## src/rtl/hs_src_ctrl.sv

```systemverilog
// ---------------------------------------------------------------------------
// hs_src_ctrl
//
// Source side of a four-phase req/ack handshake. It carries one multi-bit
// word into another clock domain. A word is taken from a local valid/ready
// producer and held on bus_data. req is then raised and sequenced against the
// far-end acknowledge. That acknowledge is brought into clk through a
// SYNC_STAGES flop chain. Each handshake phase is guarded by an optional
// timeout. When the timeout expires, req is dropped and the sticky err flag
// is raised.
//
// Parameters:
//   DATA_WIDTH      width of the transferred word
//   SYNC_STAGES     flops in the ack synchronizer (2 or more)
//   TIMEOUT_CYCLES  cycles allowed per handshake phase, 0 disables the timeout
//
// Ports:
//   clk        source-domain clock
//   rst        asynchronous reset, active-low
//   in_valid   producer has a word
//   in_data    producer word
//   in_ready   controller accepts a word this cycle (high only in IDLE)
//   ack_async  far-end acknowledge, asynchronous to clk
//   req        handshake request (registered)
//   bus_data   word held for the far end (registered)
//   xfer_done  one-cycle pulse when a handshake completes normally
//   err_clr    clears err at the next edge
//   err        sticky timeout flag
//   busy       high whenever the controller is not in IDLE
// ---------------------------------------------------------------------------
module hs_src_ctrl #(
  parameter int DATA_WIDTH     = 8,
  parameter int SYNC_STAGES    = 2,
  parameter int TIMEOUT_CYCLES = 255
) (
  input  logic                  clk,
  input  logic                  rst,
  input  logic                  in_valid,
  input  logic [DATA_WIDTH-1:0] in_data,
  output logic                  in_ready,
  input  logic                  ack_async,
  output logic                  req,
  output logic [DATA_WIDTH-1:0] bus_data,
  output logic                  xfer_done,
  input  logic                  err_clr,
  output logic                  err,
  output logic                  busy
);

  // The counter keeps at least one bit so that the design still elaborates
  // when the timeout is disabled. In that case the counter value is never
  // used.
  localparam int              CNT_W      = (TIMEOUT_CYCLES > 0) ? $clog2(TIMEOUT_CYCLES + 1) : 1;
  localparam bit              TIMEOUT_EN = (TIMEOUT_CYCLES > 0);
  localparam logic [CNT_W-1:0] CNT_LAST  = (TIMEOUT_CYCLES > 0) ? CNT_W'(TIMEOUT_CYCLES - 1) : '0;

  typedef enum logic [1:0] {
    IDLE     = 2'd0,
    REQ_HI   = 2'd1,
    REQ_LO   = 2'd2,
    ERR_WAIT = 2'd3
  } state_t;

  // -------------------------------------------------------------------------
  // ack synchronizer: stage 0 samples the asynchronous input. The FSM only
  // ever looks at the last stage.
  // -------------------------------------------------------------------------
  logic [SYNC_STAGES-1:0] ack_sync_reg;
  logic                   ack_s;

  always_ff @(posedge clk or negedge rst) begin
    if (!rst) begin
      ack_sync_reg <= '0;
    end else begin
      ack_sync_reg <= {ack_sync_reg[SYNC_STAGES-2:0], ack_async};
    end
  end

  assign ack_s = ack_sync_reg[SYNC_STAGES-1];

  // -------------------------------------------------------------------------
  // Handshake FSM
  // -------------------------------------------------------------------------
  state_t                  state_reg, state_next;
  logic                    req_reg, req_next;
  logic [DATA_WIDTH-1:0]   bus_data_reg, bus_data_next;
  logic                    xfer_done_reg, xfer_done_next;
  logic                    err_reg, err_next;
  logic [CNT_W-1:0]        cnt_reg, cnt_next;
  logic                    at_limit;
  logic                    timeout_hit;

  // The counter holds the number of edges already spent in the current
  // phase. When it reads TIMEOUT_CYCLES-1 and the phase still has not
  // ended, the next edge is edge number TIMEOUT_CYCLES of the phase.
  assign at_limit = TIMEOUT_EN && (cnt_reg == CNT_LAST);

  always_comb begin
    state_next     = state_reg;
    req_next       = req_reg;
    bus_data_next  = bus_data_reg;
    xfer_done_next = 1'b0;
    err_next       = err_reg;
    cnt_next       = cnt_reg;
    timeout_hit    = 1'b0;

    if (err_clr) begin
      err_next = 1'b0;
    end

    case (state_reg)
      IDLE: begin
        if (in_valid) begin
          bus_data_next = in_data;
          req_next      = 1'b1;
          cnt_next      = '0;
          state_next    = REQ_HI;
        end
      end
      REQ_HI: begin
        // The normal exit is checked first, so it takes precedence over a
        // timeout that falls in the same cycle.
        if (ack_s) begin
          req_next   = 1'b0;
          cnt_next   = '0;
          state_next = REQ_LO;
        end else if (at_limit) begin
          timeout_hit = 1'b1;
        end else begin
          cnt_next = cnt_reg + CNT_W'(1);
        end
      end
      REQ_LO: begin
        if (!ack_s) begin
          xfer_done_next = 1'b1;
          cnt_next       = '0;
          state_next     = IDLE;
        end else if (at_limit) begin
          timeout_hit = 1'b1;
        end else begin
          cnt_next = cnt_reg + CNT_W'(1);
        end
      end
      ERR_WAIT: begin
        // Wait for the far end to release ack, so that the next request
        // starts from a clean low-low state.
        if (!ack_s) begin
          state_next = IDLE;
        end
      end
      default: begin
        req_next   = 1'b0;
        cnt_next   = '0;
        state_next = IDLE;
      end
    endcase

    // A timeout sets err even when err_clr is high in the same cycle.
    if (timeout_hit) begin
      req_next   = 1'b0;
      err_next   = 1'b1;
      cnt_next   = '0;
      state_next = ERR_WAIT;
    end
  end

  always_ff @(posedge clk or negedge rst) begin
    if (!rst) begin
      state_reg     <= IDLE;
      req_reg       <= 1'b0;
      bus_data_reg  <= '0;
      xfer_done_reg <= 1'b0;
      err_reg       <= 1'b0;
      cnt_reg       <= '0;
    end else begin
      state_reg     <= state_next;
      req_reg       <= req_next;
      bus_data_reg  <= bus_data_next;
      xfer_done_reg <= xfer_done_next;
      err_reg       <= err_next;
      cnt_reg       <= cnt_next;
    end
  end

  assign in_ready  = (state_reg == IDLE);
  assign busy      = (state_reg != IDLE);
  assign req       = req_reg;
  assign bus_data  = bus_data_reg;
  assign xfer_done = xfer_done_reg;
  assign err       = err_reg;

endmodule

```

## config.mk

```make
export PLATFORM = sky130hd
export DESIGN_NAME = hs_src_ctrl
export DESIGN_NICKNAME = d
export VERILOG_FILES = /design/src/rtl/hs_src_ctrl.sv
export SDC_FILE = /design/constraint.sdc
export NUM_CORES = 1
export LEC_CHECK = 0
export ABC_AREA = 1
export BUFFER_PORTS_ARGS = -buffer_cell sky130_fd_sc_hd__buf_4
export CAP_MARGIN = 30
export CORE_ASPECT_RATIO = 0.8
export CORE_MARGIN = 4
export CORE_UTILIZATION = 45
export CTS_CLUSTER_SIZE = 30
export DETAILED_ROUTE_END_ITERATION = 12
export PLACE_DENSITY_LB_ADDON = 0.15
export SLEW_MARGIN = 20
export SYNTH_ARGS = -nofsm -noshare
export SYNTH_HDL_FRONTEND = slang
export SYNTH_SLANG_ARGS = --single-unit
```

## constraint.sdc

```tcl
create_clock -name clk -period 1.43 [get_ports clk]
set_input_delay 0.286 -clock clk [delete_from_list [all_inputs] [get_ports clk]]
set_output_delay 0.286 -clock clk [all_outputs]
set_load 0.02 [all_outputs]
```

==> results by group <==
Run status
  • Status: complete, but fails checks
  • Failing checks: negative setup slack

Final layout
  • Share of post-route cells with drive strength above 1: 41.26%
  • Fin nets: 226
  • Area growth, synth to finish: 47.89%
  • Final Cell Area: 1797 sq um
  • Ant diodes: 0
  • Filler-free cell count of the finished design: 242

Drt
  • 1st-pass router iterations: 4
  • DRT antenna net count: 0
  • Vias per std cell: 4.822
  • # DRC: 0
  • Initial DRC Count: 50
  • Total number of vias: 1,167
  • Final WL: 3122 um
  • Routed length per instance: 12.90 um

Placement
  • Total placed instance area: 1533 sq um
  • PortBufs: 25
  • RePlAce Congestion: 0.7969
  • Placed insts: 225
  • Detail Placement HPWL: 2093 um

Floorplanning
  • Core box area: 2502 sq um
  • Die area: 3600 sq um
  • Rows: 16
  • Die height: 54.48 um
  • Initial Util: 48.55%
  • Die Wd: 66.09 um
  • I/O pin cnt: 26

Critical path
  • Setup CP Type: flop to flop
  • Reg2Reg Capture Point: cnt_reg[3]
  • Critical Path Start Type: flop
  • Critical path peak fanout: 7
  • FF-to-FF Start: state_reg[0]
  • Crit path from: state_reg[0]
  • Worst R2R Path Depth: 9
  • Crit path DAT: 1.83 ns
  • Reg2Reg Setup Slack: -0.15 ns
  • Required @ worst endpoint: 1.68 ns
  • Crit. End Element: flop

Timing
  • Final period util: 110.5%
  • Fin worst setup slack: -0.1509 ns
  • Worst Clk Skew: 0.005536 ns
  • Final Slew Violations: 0
  • Fmax: 632.6 MHz
  • Worst slew margin: 80.53%
  • Worst-Margin Slew: 0.2921 ns
  • RSZ-0062 raised after global routing: true
  • Final Setup Violations: 13
  • Min Tclk post-route: 1.581 ns
  • Final hold violations: 0

Clock network
  • Clock Pin Slew Worst Setup and Hold Paths: 0.14 ns
  • Longest Clk Path Bufs: 2
  • CTS Buf Count: 3
  • CTS tree: yes
  • Clk root buf: clkbuf_4
  • Clk Latency, worst-skew pair: 0.33 ns
  • # clock sinks: 23
  • CTS H-tree lvls: 1

Synthesis
  • Synth Net Count: 173
  • Synthesized area per cell: 7.889 sq um
  • Synth Cell Area: 1215 sq um
  • Distinct cells, synth: 19
  • Syn Inst Count: 154
  • Yosys reg bits: 23
  • Yosys warns: 0
  • Register area share after synthesis: 47.37%

Global routing
  • Initial antenna violation count: 0
  • Vias in the first global route: 1,097
  • Largest net degree at the start of global routing: 24
  • Grt total ovfl: 0
  • Total track usage: 18.43%
  • First-pass GRT wire length: 4926 um

Power
  • Power Density: 1801 nW/um^2
  • VDD IR max: 1.207 mV
  • Static Leak: 0.9602 nW

Flow run
  • Max cap viols: 0

Hold path
  • Hold Path End: ack_sync_reg[0]
  • WHS Path Cells: 1
  • Hold_sp: ack_async
  • Hold Path Class: input pin to flop
## stage by stage
stage / hold slack, ns / total power, W / utilization [%] / worst slack (ns) / TNS (ns)
detailed placement: 0.1969 / 0.002386 / 61.25 / -0.1589 / -1.071
finish: 0.04915 / 0.003237 / 71.80 / -0.1509 / -1.402
global route: 0.02192 / 0.003446 / 71.80 / -0.2763 / -2.685
CTS: 0.04613 / 0.002934 / 67.50 / -0.1192 / -0.8029
global placement: 0.1935 / 0.002319 / 61.25 / -0.07502 / -0.3157
floorplan: -0.009591 / 0.001778 / - / -0.007681 / -0.02304
## layer usage
metal	vias to the layer above	global-route usage [%]	part of all wire, %
li1	571	-	-
met1	549	22.68	43
met2	38	31.47	49
met3	9	5.339	6.0
met4	0	6.081	2.2
met5	-	0	0
## synth_stat cells (all sizes together)
library cell | instances | area (sq um)
nor2 | 12 | 52.55
clkinv | 2 | 7.510
a21oi | 5 | 47.54
nand3 | 8 | 40.04
nand4 | 3 | 18.77
a211oi | 1 | 7.510
o21ai | 10 | 53.80
nand3b | 1 | 7.510
dfrtp | 23 | 575.6
inv | 31 | 116.4
ha | 6 | 75.07
nand2 | 52 | 212.7
## how the worst max path moves through the flow
stage,endpoint,slack (ns),cells after the start
global placement,cnt_reg[5],-0.08,9
finish,cnt_reg[3],-0.15,9
floorplan,cnt_reg[3],-0.008,9
CTS,cnt_reg[3],-0.12,9
global route,cnt_reg[5],-0.28,9
detailed placement,cnt_reg[3],-0.16,9
## cells in the final DEF, fill, tap and decap left out, types with 2 or more instances in the layout
master,count
a21oi_4,2
buf_4,39
o21ai_1,7
nor2_2,2
clkinvlp_4,2
buf_6,8
nand2_2,4
ha_4,3
nand2_4,4
nor2_1,9
dfrtp_1,23
nand3_1,6
nand2_1,44
inv_1,23
inv_2,8
ha_2,2
nand4_1,3
clkbuf_4,3
a21oi_1,2
## worst max-delay path: stages (launching register included)
cell,delay (ns)
dfrtp_1,0.42
buf_4,0.15
ha_4,0.15
nand2_4,0.06
a21oi_4,0.18
nand2_4,0.10
a21oi_4,0.23
o21ai_1,0.10
nand2_1,0.07
inv_1,0.04
## cells by family (layout without fill, tap and decap cells)
family	Yosys count	in the layout	share of synthesized area, %
AOI/OAI and AO/OA	16	16	8.959
and+or+nand+nor	76	76	27.29
adders and majority gates	6	6	6.179
buffers and inverters	33	85	10.20
DFF	23	23	47.37
## power by group
part           switching [W]  total [W]  internal, W
Sequential          0.000113   0.000936     0.000823
Combinational        0.00105    0.00197     0.000918
Clock               0.000221   0.000329     0.000108
## area by class of cell
class | instances | area, sq um
Fill cell | 189 | 705.7
Multi-Input combinational cell | 98 | 623.1
Sequential cell | 23 | 575.6
Timing Repair Buffer | 48 | 392.9
Inverter | 33 | 130.1
Tap cell | 36 | 45.04
Clock buffer | 3 | 22.52
Clock inverter | 1 | 7.507
## repair_timing
action,CTS,global route
setup buffers,7,5
endpoints found under the hold margin,23,0
setup endpoints to repair,12,22
resized for setup,13,24
hold buffers,1,0
pin swaps,5,9
Note: power is estimated with default switching activity, not from simulation.
